File: src/rtl/scan_eng_pkg.sv
// scan_eng_pkg: shared state encoding, capture mode constants and popcount helper
package scan_eng_pkg;
  typedef enum logic [2:0] {S_IDLE, S_SHIFT, S_SETTLE, S_CAPTURE, S_DONE} state_t;
  localparam logic MODE_SA  = 1'b0;
  localparam logic MODE_LOC = 1'b1;
  function automatic int unsigned popcount(input logic [31:0] v);
    int unsigned c;
    c = 0;
    for (int i = 0; i < 32; i++) c = c + {31'b0, v[i]};
    return c;
  endfunction
endpackage

File: src/rtl/scan_miscompare.sv
// scan_miscompare: masked response compare with bit count and lowest failing chain
module scan_miscompare
  import scan_eng_pkg::*;
#(
  parameter int NCHAINS = 2,
  parameter int CW      = 1,
  parameter int PCW     = 2
) (
  input  logic [NCHAINS-1:0] i_out,
  input  logic [NCHAINS-1:0] i_exp,
  input  logic [NCHAINS-1:0] i_mask,
  output logic [NCHAINS-1:0] o_vec,
  output logic [PCW-1:0]     o_cnt,
  output logic [CW-1:0]      o_low
);
  always_comb begin
    o_vec = (i_out ^ i_exp) & i_mask;
    o_cnt = PCW'(popcount(32'(o_vec)));
    o_low = '0;
    for (int i = NCHAINS - 1; i >= 0; i--) if (o_vec[i]) o_low = CW'(i);
  end
endmodule

File: src/rtl/scan_pattern_engine.sv
// scan_pattern_engine: streams scan loads, gates core clock for shift/capture and
// scores unloaded responses against expected data
module scan_pattern_engine
  import scan_eng_pkg::*;
#(
  parameter int NCHAINS = 2,
  parameter int MAX_LEN = 128,
  parameter int LEN_W   = $clog2(MAX_LEN + 1),
  parameter int FAIL_W  = 16,
  parameter int PAT_W   = 16,
  localparam int CW     = NCHAINS > 1 ? $clog2(NCHAINS) : 1,
  localparam int PCW    = $clog2(NCHAINS + 1)
) (
  input  logic               blif_clk_net,
  input  logic               blif_reset_net,
  input  logic               start,
  input  logic               flush,
  input  logic               mode,
  input  logic [LEN_W-1:0]   shift_len,
  input  logic               si_valid,
  output logic               si_ready,
  input  logic [NCHAINS-1:0] si_data,
  input  logic [NCHAINS-1:0] exp_data,
  input  logic [NCHAINS-1:0] exp_mask,
  output logic [NCHAINS-1:0] scan_in,
  input  logic [NCHAINS-1:0] scan_out,
  output logic               scan_en,
  output logic               core_clk_en,
  output logic               busy,
  output logic               done,
  output logic               err,
  output logic [PAT_W-1:0]   pattern_cnt,
  output logic [FAIL_W-1:0]  fail_cnt,
  output logic [PAT_W-1:0]   first_fail_pat,
  output logic [LEN_W-1:0]   first_fail_beat,
  output logic [CW-1:0]      first_fail_chain,
  output logic               any_fail
);
  state_t             r_state, w_next;
  logic               r_flush, r_mode, r_cap, r_bad, r_armed, r_scan_en, r_done, r_err, r_any;
  logic [LEN_W-1:0]   r_len, r_beat, r_ffb;
  logic [PAT_W-1:0]   r_pat, r_ffp;
  logic [FAIL_W-1:0]  r_fail;
  logic [CW-1:0]      r_ffc, w_low;
  logic [NCHAINS-1:0] w_vec;
  logic [PCW-1:0]     w_cnt;
  logic [FAIL_W:0]    w_sum;
  logic               w_acc, w_last, w_len_bad, w_cmp, w_miss;

  assign w_len_bad   = shift_len == '0 || shift_len > LEN_W'(MAX_LEN);
  assign w_acc       = r_state == S_SHIFT && si_valid;
  assign w_last      = w_acc && r_beat == r_len - LEN_W'(1);
  assign w_cmp       = w_acc && r_armed;
  assign w_miss      = w_cmp && |w_vec;
  assign w_sum       = {1'b0, r_fail} + (FAIL_W + 1)'(w_cnt);
  assign si_ready    = r_state == S_SHIFT;
  assign scan_in     = si_ready ? si_data : '0;
  assign core_clk_en = w_acc || r_state == S_CAPTURE;
  assign busy        = r_state != S_IDLE;
  assign scan_en     = r_scan_en;
  assign done        = r_done;
  assign err         = r_err;
  assign pattern_cnt = r_pat;
  assign fail_cnt    = r_fail;
  assign first_fail_pat   = r_ffp;
  assign first_fail_beat  = r_ffb;
  assign first_fail_chain = r_ffc;
  assign any_fail    = r_any;

  scan_miscompare #(.NCHAINS(NCHAINS), .CW(CW), .PCW(PCW)) u_cmp (
    .i_out (scan_out),
    .i_exp (exp_data),
    .i_mask(exp_mask),
    .o_vec (w_vec),
    .o_cnt (w_cnt),
    .o_low (w_low)
  );

  always_comb begin
    w_next = r_state;
    unique case (r_state)
      S_IDLE:    if (start) w_next = w_len_bad ? S_DONE : S_SHIFT;
      S_SHIFT:   if (w_last) w_next = r_flush ? S_DONE : S_SETTLE;
      S_SETTLE:  w_next = S_CAPTURE;
      S_CAPTURE: if (r_mode == MODE_SA || r_cap) w_next = S_DONE;
      S_DONE:    w_next = S_IDLE;
      default:   w_next = S_IDLE;
    endcase
  end

  always_ff @(posedge blif_clk_net or posedge blif_reset_net) begin
    if (blif_reset_net) begin
      r_state   <= S_IDLE;
      r_flush   <= 1'b0;
      r_mode    <= 1'b0;
      r_cap     <= 1'b0;
      r_bad     <= 1'b0;
      r_armed   <= 1'b0;
      r_scan_en <= 1'b0;
      r_done    <= 1'b0;
      r_err     <= 1'b0;
      r_any     <= 1'b0;
      r_len     <= '0;
      r_beat    <= '0;
      r_ffb     <= '0;
      r_pat     <= '0;
      r_ffp     <= '0;
      r_fail    <= '0;
      r_ffc     <= '0;
    end else begin
      r_state   <= w_next;
      r_scan_en <= w_next == S_SHIFT;
      r_done    <= r_state == S_DONE;
      if (r_state == S_IDLE && start) begin
        r_flush <= flush;
        r_mode  <= mode;
        r_len   <= shift_len;
        r_beat  <= '0;
        r_cap   <= 1'b0;
        r_bad   <= w_len_bad;
        if (w_len_bad) r_err <= 1'b1;
      end
      if (w_acc) r_beat <= r_beat + LEN_W'(1);
      if (r_state == S_CAPTURE) r_cap <= 1'b1;
      // only a completed capture leaves meaningful responses in the chains
      if (r_state == S_DONE && !r_flush && !r_bad) begin
        r_pat   <= r_pat + PAT_W'(1);
        r_armed <= 1'b1;
      end
      if (w_cmp) r_fail <= w_sum[FAIL_W] ? '1 : w_sum[FAIL_W-1:0];
      if (w_miss && !r_any) begin
        r_any <= 1'b1;
        r_ffp <= r_pat - PAT_W'(1);
        r_ffb <= r_beat;
        r_ffc <= w_low;
      end
    end
  end
endmodule

File: config.mk
export PLATFORM = sky130hd
export DESIGN_NAME = scan_pattern_engine
export DESIGN_NICKNAME = d
export VERILOG_FILES = /design/src/rtl/scan_eng_pkg.sv /design/src/rtl/scan_miscompare.sv /design/src/rtl/scan_pattern_engine.sv
export SDC_FILE = /design/constraint.sdc
export NUM_CORES = 1
export LEC_CHECK = 0
export BUFFER_PORTS_ARGS = -buffer_cell sky130_fd_sc_hd__buf_2
export CORE_UTILIZATION = 25
export CTS_CLUSTER_DIAMETER = 80
export DETAILED_ROUTE_END_ITERATION = 8
export PLACE_DENSITY_LB_ADDON = 0.05
export SYNTH_ARGS = -nofsm -noshare
export SYNTH_HDL_FRONTEND = slang
export SYNTH_SLANG_ARGS = --single-unit
File: constraint.sdc
create_clock -name blif_clk_net -period 2.6 [get_ports blif_clk_net]
set_input_delay 0.52 -clock blif_clk_net [delete_from_list [all_inputs] [get_ports blif_clk_net]]
set_output_delay 0.52 -clock blif_clk_net [all_outputs]
set_load 0.01 [all_outputs]
Yosys cells after proc, flatten, opt, wreduce, memory -nomap -nowiden

Cells that the tools add are included.
Widths: inputs -> output; s select.

Multipliers: 0
Shift-type cells: 0
Magnitude comparators: 1
Muxes and demuxes: 14
Div/mod/pow operators: 0
Equal/unequal tests: 6
Reductions and logical operators: 21
Bitwise logic cells: 3
Add/subtract/negate cells: 6

Operator list:

| kind                  | count |
|---|---|
| $add 16x2->17         | 1 |
| $add 16x1->16 const B | 1 |
| $mux 16               | 1 |
| $mux 8                | 2 |
| $sub 16x1->16 const B | 1 |
| $mux 3                | 5 |
| $pmux 3 s4            | 1 |
| $add 8x1->8 const B   | 1 |
| $eq 8x8->1            | 1 |
| $gt 8x8->1 const B    | 1 |
| $logic_and 1x1->1     | 8 |
| $logic_not 8->1       | 1 |
| $sub 8x1->8 const B   | 1 |
| $eq 3x1->1 const B    | 2 |
| $eq 3x2->1 const B    | 2 |
| $mux 1                | 4 |
| $reduce_bool 2->1     | 2 |
| $eq 3x3->1 const B    | 1 |
| $logic_not 1->1       | 3 |
| $logic_not 3->1       | 1 |
| $logic_or 1x1->1      | 3 |
| $reduce_bool 3->1     | 1 |
| $add 1x1->2           | 1 |
| $and 2x2->2           | 1 |
| 5 further kinds       | 5 |

Input port bits: 22
Memory bits (read-only): 0
Latch bits: 0
Word-level logic and storage cells: 68
Output and inout bits: 66
Memory bits (writable): 0
Register bits: 85
Memories: 0

Depth between registers and ports, before layout

Depth in word-level cells: 6
Gate-level depth with buffers: 10
Depth with buffers taken out: 10

Hierarchy

A second synthesis with hierarchy kept.

Cells, all modules: 428
Area, all modules: 4,265.3 µm²

By module, submodules not included:

| module              | cells an instance | times used | area each (µm²) | sequential area each (µm²) |
|---|---|---|---|---|
| scan_pattern_engine | 420               | 1          | 4,202.8         | 2,127.0 |
| scan_miscompare     | 8                 | 1          | 62.6            | 0.0 |

Worst setup path before layout

OpenSTA, ideal clock, no wires.

Path kind: input-to-reg
From: input port exp_data[0]
To: register r_fail[15] (netlist: fail_cnt[15])
Arrival time: 2.128 ns
Setup time: 0.125 ns
Slack: 0.348 ns
Buffers on the path: 0
Stages on the path: 9
Data required time: 2.475 ns
Cells stage by stage: xor2_1 nand2_1 inv_1 fa_1 and3_1 nand3_1 nor3_1 and3_1 mux2_2

Word-level cells in the longest chain between the ends: 5

Ends and longest elaborated chain:

| element              | line                       | text |
|---|---|---|
| start, declared      | scan_pattern_engine.sv:23  | `input logic [NCHAINS-1:0] exp_data,` |
| $xor 2x2->2          | scan_miscompare.sv:17      | `o_vec = (i_out ^ i_exp) & i_mask;` |
| $and 2x2->2          | scan_miscompare.sv:17      |  |
| $add 1x1->2          | scan_eng_pkg.sv:9          | `for (int i = 0; i < 32; i++) c = c + {31'b0, v[i]};` |
| $add 16x2->17        | scan_pattern_engine.sv:55  | `assign w_sum = {1'b0, r_fail} + (FAIL_W + 1)'(w_cnt);` |
| $mux 16              | scan_pattern_engine.sv:130 | `if (w_cmp) r_fail <= w_sum[FAIL_W] ? '1 : w_sum[FAIL_W-1:0];` |
| end signal, assigned | scan_pattern_engine.sv:130 |  |
| end, declared        | scan_pattern_engine.sv:43  | `logic [FAIL_W-1:0] r_fail;` |

Every way passes these cells.
A chain may end at the register's enable or synchronous reset.

Worst setup path after layout

From: input port exp_data[0]
To: register r_fail[14] (netlist: fail_cnt[14])

The elaborated chain is that of the path after synthesis.

==> impl_results.md <==
- Iteration-0 DRC Markers: 146
- Routed Wire Length: 10.6 mm
- Largest net degree at the start of global routing: 86
- First-pass GRT wire length: 17.7 mm
- Residual DRC: 0
- Register area share after synthesis: 0.507
- Port Buffers: 87
- Max Freq: 443 MHz
- Top cell type's share of synthesized area: 0.507
- Final Cell Area: 0.00532 mm²
- RSZ-0062 raised after global routing: false
- Placer Congestion: 0.763
- HP Class: in -> async
- Initial antenna violation count: 0
- Layout cells sized above 1: 0.274
- Syn_area_per_cell: 9.93 µm²
- Final hold vios: 0
- #FFs+latches synth: 85
- Post-CTS setup buffers: 0
- Leak pwr: 2.61 nW
- Via count: 3337
- Final setup vio count: 0
- Dpl cell area: 0.00499 mm²
- Worst slew margin: 0.566
- Max-slew violations: 0
- Global Route Usage Sum: 0.132
- CTS Sinks: 85
- Routed Antenna Nets: 0
- Worst Skew: 8.55 ps
- M1 GR Usage: 0.171
- Syn Inst Count: 423
- Vias per Instance: 4.48
- Total I/O pin count: 88
- Fin crit period: 2260 ps
- Effective utilization at floorplan: 0.255
- Wirelength per Cell: 14.3 µm
- Required @ worst endpoint: 2850 ps
- Leading area contributor after synthesis: dfrtp_1
- Clk slew on worst S/H paths: 60 ps
- Critical Path AT: 2510 ps
- Die ar.: 0.0173 mm²
- Row cnt: 47
- Synth Warn #: 0
- Core area: 0.0165 mm²
- Run status: finished, final reports clean
- Crit path launch type: primary input
- Synth top area cells: dfrtp_1 (51%), nand2_1 (4.9%), xnor2_1 (4.8%)
- Inserted Clock Buffers: 9
- CTS tree: yes
- EDFF count, synth: 0
- # diodes: 0
- Crit Path Max Fanout: 5
- Area growth, synth to finish: 26.6%
- H-tree depth: 3
- PwrDens: 945 mW/mm²
- CP endpoint kind: flop
- Worst skew pair latency: 340 ps
- TNS Setup: 0 ps
- Async SR Flop Fraction: 1.00
- Global Route met2 Usage: 0.209
- Die Ht: 132 µm
- Post-DP HPWL: 7.60 mm
- CTS max path bufs: 2
- Met3 global-route usage: 0.0274
- Top FF cell, synth: dfrtp_1
- DR pass1 iterations: 4
- Total grt overflow: 0
- CTS root buf: clkbuf_16
- Slew @ Worst Pin: 647 ps
- Cts hold-fix bufs: 0
- Tot Pwr: 5.02 mW
- Distinct cells, synth: 56
- GRT Max-Usage Layer: met2
- Die Span X: 132 µm
- Syn nets: 451
- CTS resizes: 0
- Final period util: 0.869
- Final net count: 548
- Setup CP Type: in -> reg
- Vias in the first global route: 3376
- Worst VDD drop: 0.348 mV
- Cell area after synthesis: 0.00420 mm²
- MaxCap Viol Count: 0
==> per-layer routing <==
layer	vias to the layer above	routed length (µm)
met3	12	417
met2	65	4900
met4	0	210
met1	1607	5100
met5	-	0
li1	1653	-
==> cell families after synthesis <==
family	share of synthesized area
AND/OR/NAND/NOR	0.220
flip-flops	0.507
AO/OA/AOI/OAI	0.0986
XOR/XNOR	0.0959
buffers and inverters	0.0352
multiplexers	0.0241
adder cells (fa/ha/maj)	0.0197
==> layout by cell type, fill, tap and decap left out, types with 3 or more instances in the layout <==
master and n:
o211ai_1 4, a31oi_1 7, or3_1 4, o21a_1 3, mux2_2 9, xor2_1 23, inv_1 13, nand2_1 55
o22a_1 3, dfrtp_1 85, ha_1 5, and3_1 10, nor2_1 35, nand3_1 21, clkbuf_16 9, xnor2_1 23
nor3_1 12, buf_2 87, nor4_1 3, clkbuf_8 5, o21ai_0 18, nand2b_1 3, nor2b_1 5, a21oi_1 20
buf_4 16, nand4_1 6
==> cells in the mapped netlist, drive strengths merged (5+ instances only) <==
master	n
clkbuf	9
and3	10
inv	14
mux2	9
nor2	35
a31oi	7
nand4	7
nor2b	5
buf	10
a21oi	20
nand3	22
nor3	13
o21ai	18
ha	5
dfrtp	85
nand2	56
xnor2	23
xor2	23
==> stage by stage <==
| step | setup slack [ps] | hold WS (ps) | util | std cells |
|---|---|---|---|---|
| final | 341 | 314 | 0.323 | 745 |
| after global routing | 149 | 356 | 0.323 | 745 |
| after CTS | 316 | 328 | 0.323 | 745 |
| after detailed placement | -46.2 | 457 | 0.303 | 729 |
| after global placement | 56.9 | 459 | 0.303 | 729 |
| after floorplan | 348 | 447 | - | 423 |
==> state kept, by name, summed over array words and instances (netlist names), 3 cells and up <==
register,cells
fail_cnt,16
first_fail_pat,16
pattern_cnt,16
first_fail_beat,8
r_beat,8
r_len,8
r_state,3
==> final cells by class <==
type / instances / area (µm²)
clock buffer: 14 / 294
inverter: 14 / 56.3
sequential: 85 / 2130
tap: 220 / 275
multi-input combinational: 305 / 1930
clock inverter: 2 / 37.5
fill: 1750 / 11100
timing repair buffer: 105 / 596
==> power by group <==
part | leakage, nW | switching, mW | internal [mW]
combinational | 1.35 | 0.892 | 0.737
clock | 0.161 | 0.543 | 0.877
sequential | 1.11 | 0.322 | 1.65
total | 2.61 | 1.76 | 3.27
==> final timing paths <==
path                                start                to  slack, ps  depth (start not counted)
min                        blif_reset_net      fail_cnt[10]        310                          3
min reg2reg                           err               err        470                          1
max in group asynchronous  blif_reset_net  first_fail_chain       1920                          3
min in group blif_clk_net            mode            r_mode        370                          3
max                           exp_data[0]      fail_cnt[14]        340                         11
max reg2reg                    r_state[1]      fail_cnt[14]        400                          6
==> critical path, stage by stage <==
cell     delay [ps]
buf_2           100
xor2_1          140
nand2_1         100
inv_1            80
fa_1            210
ha_1            180
nand2_1          80
nor3_1          510
and3_1          310
a31oi_1         100
a41oi_1         170
Note: power is estimated with default switching activity, not from simulation.
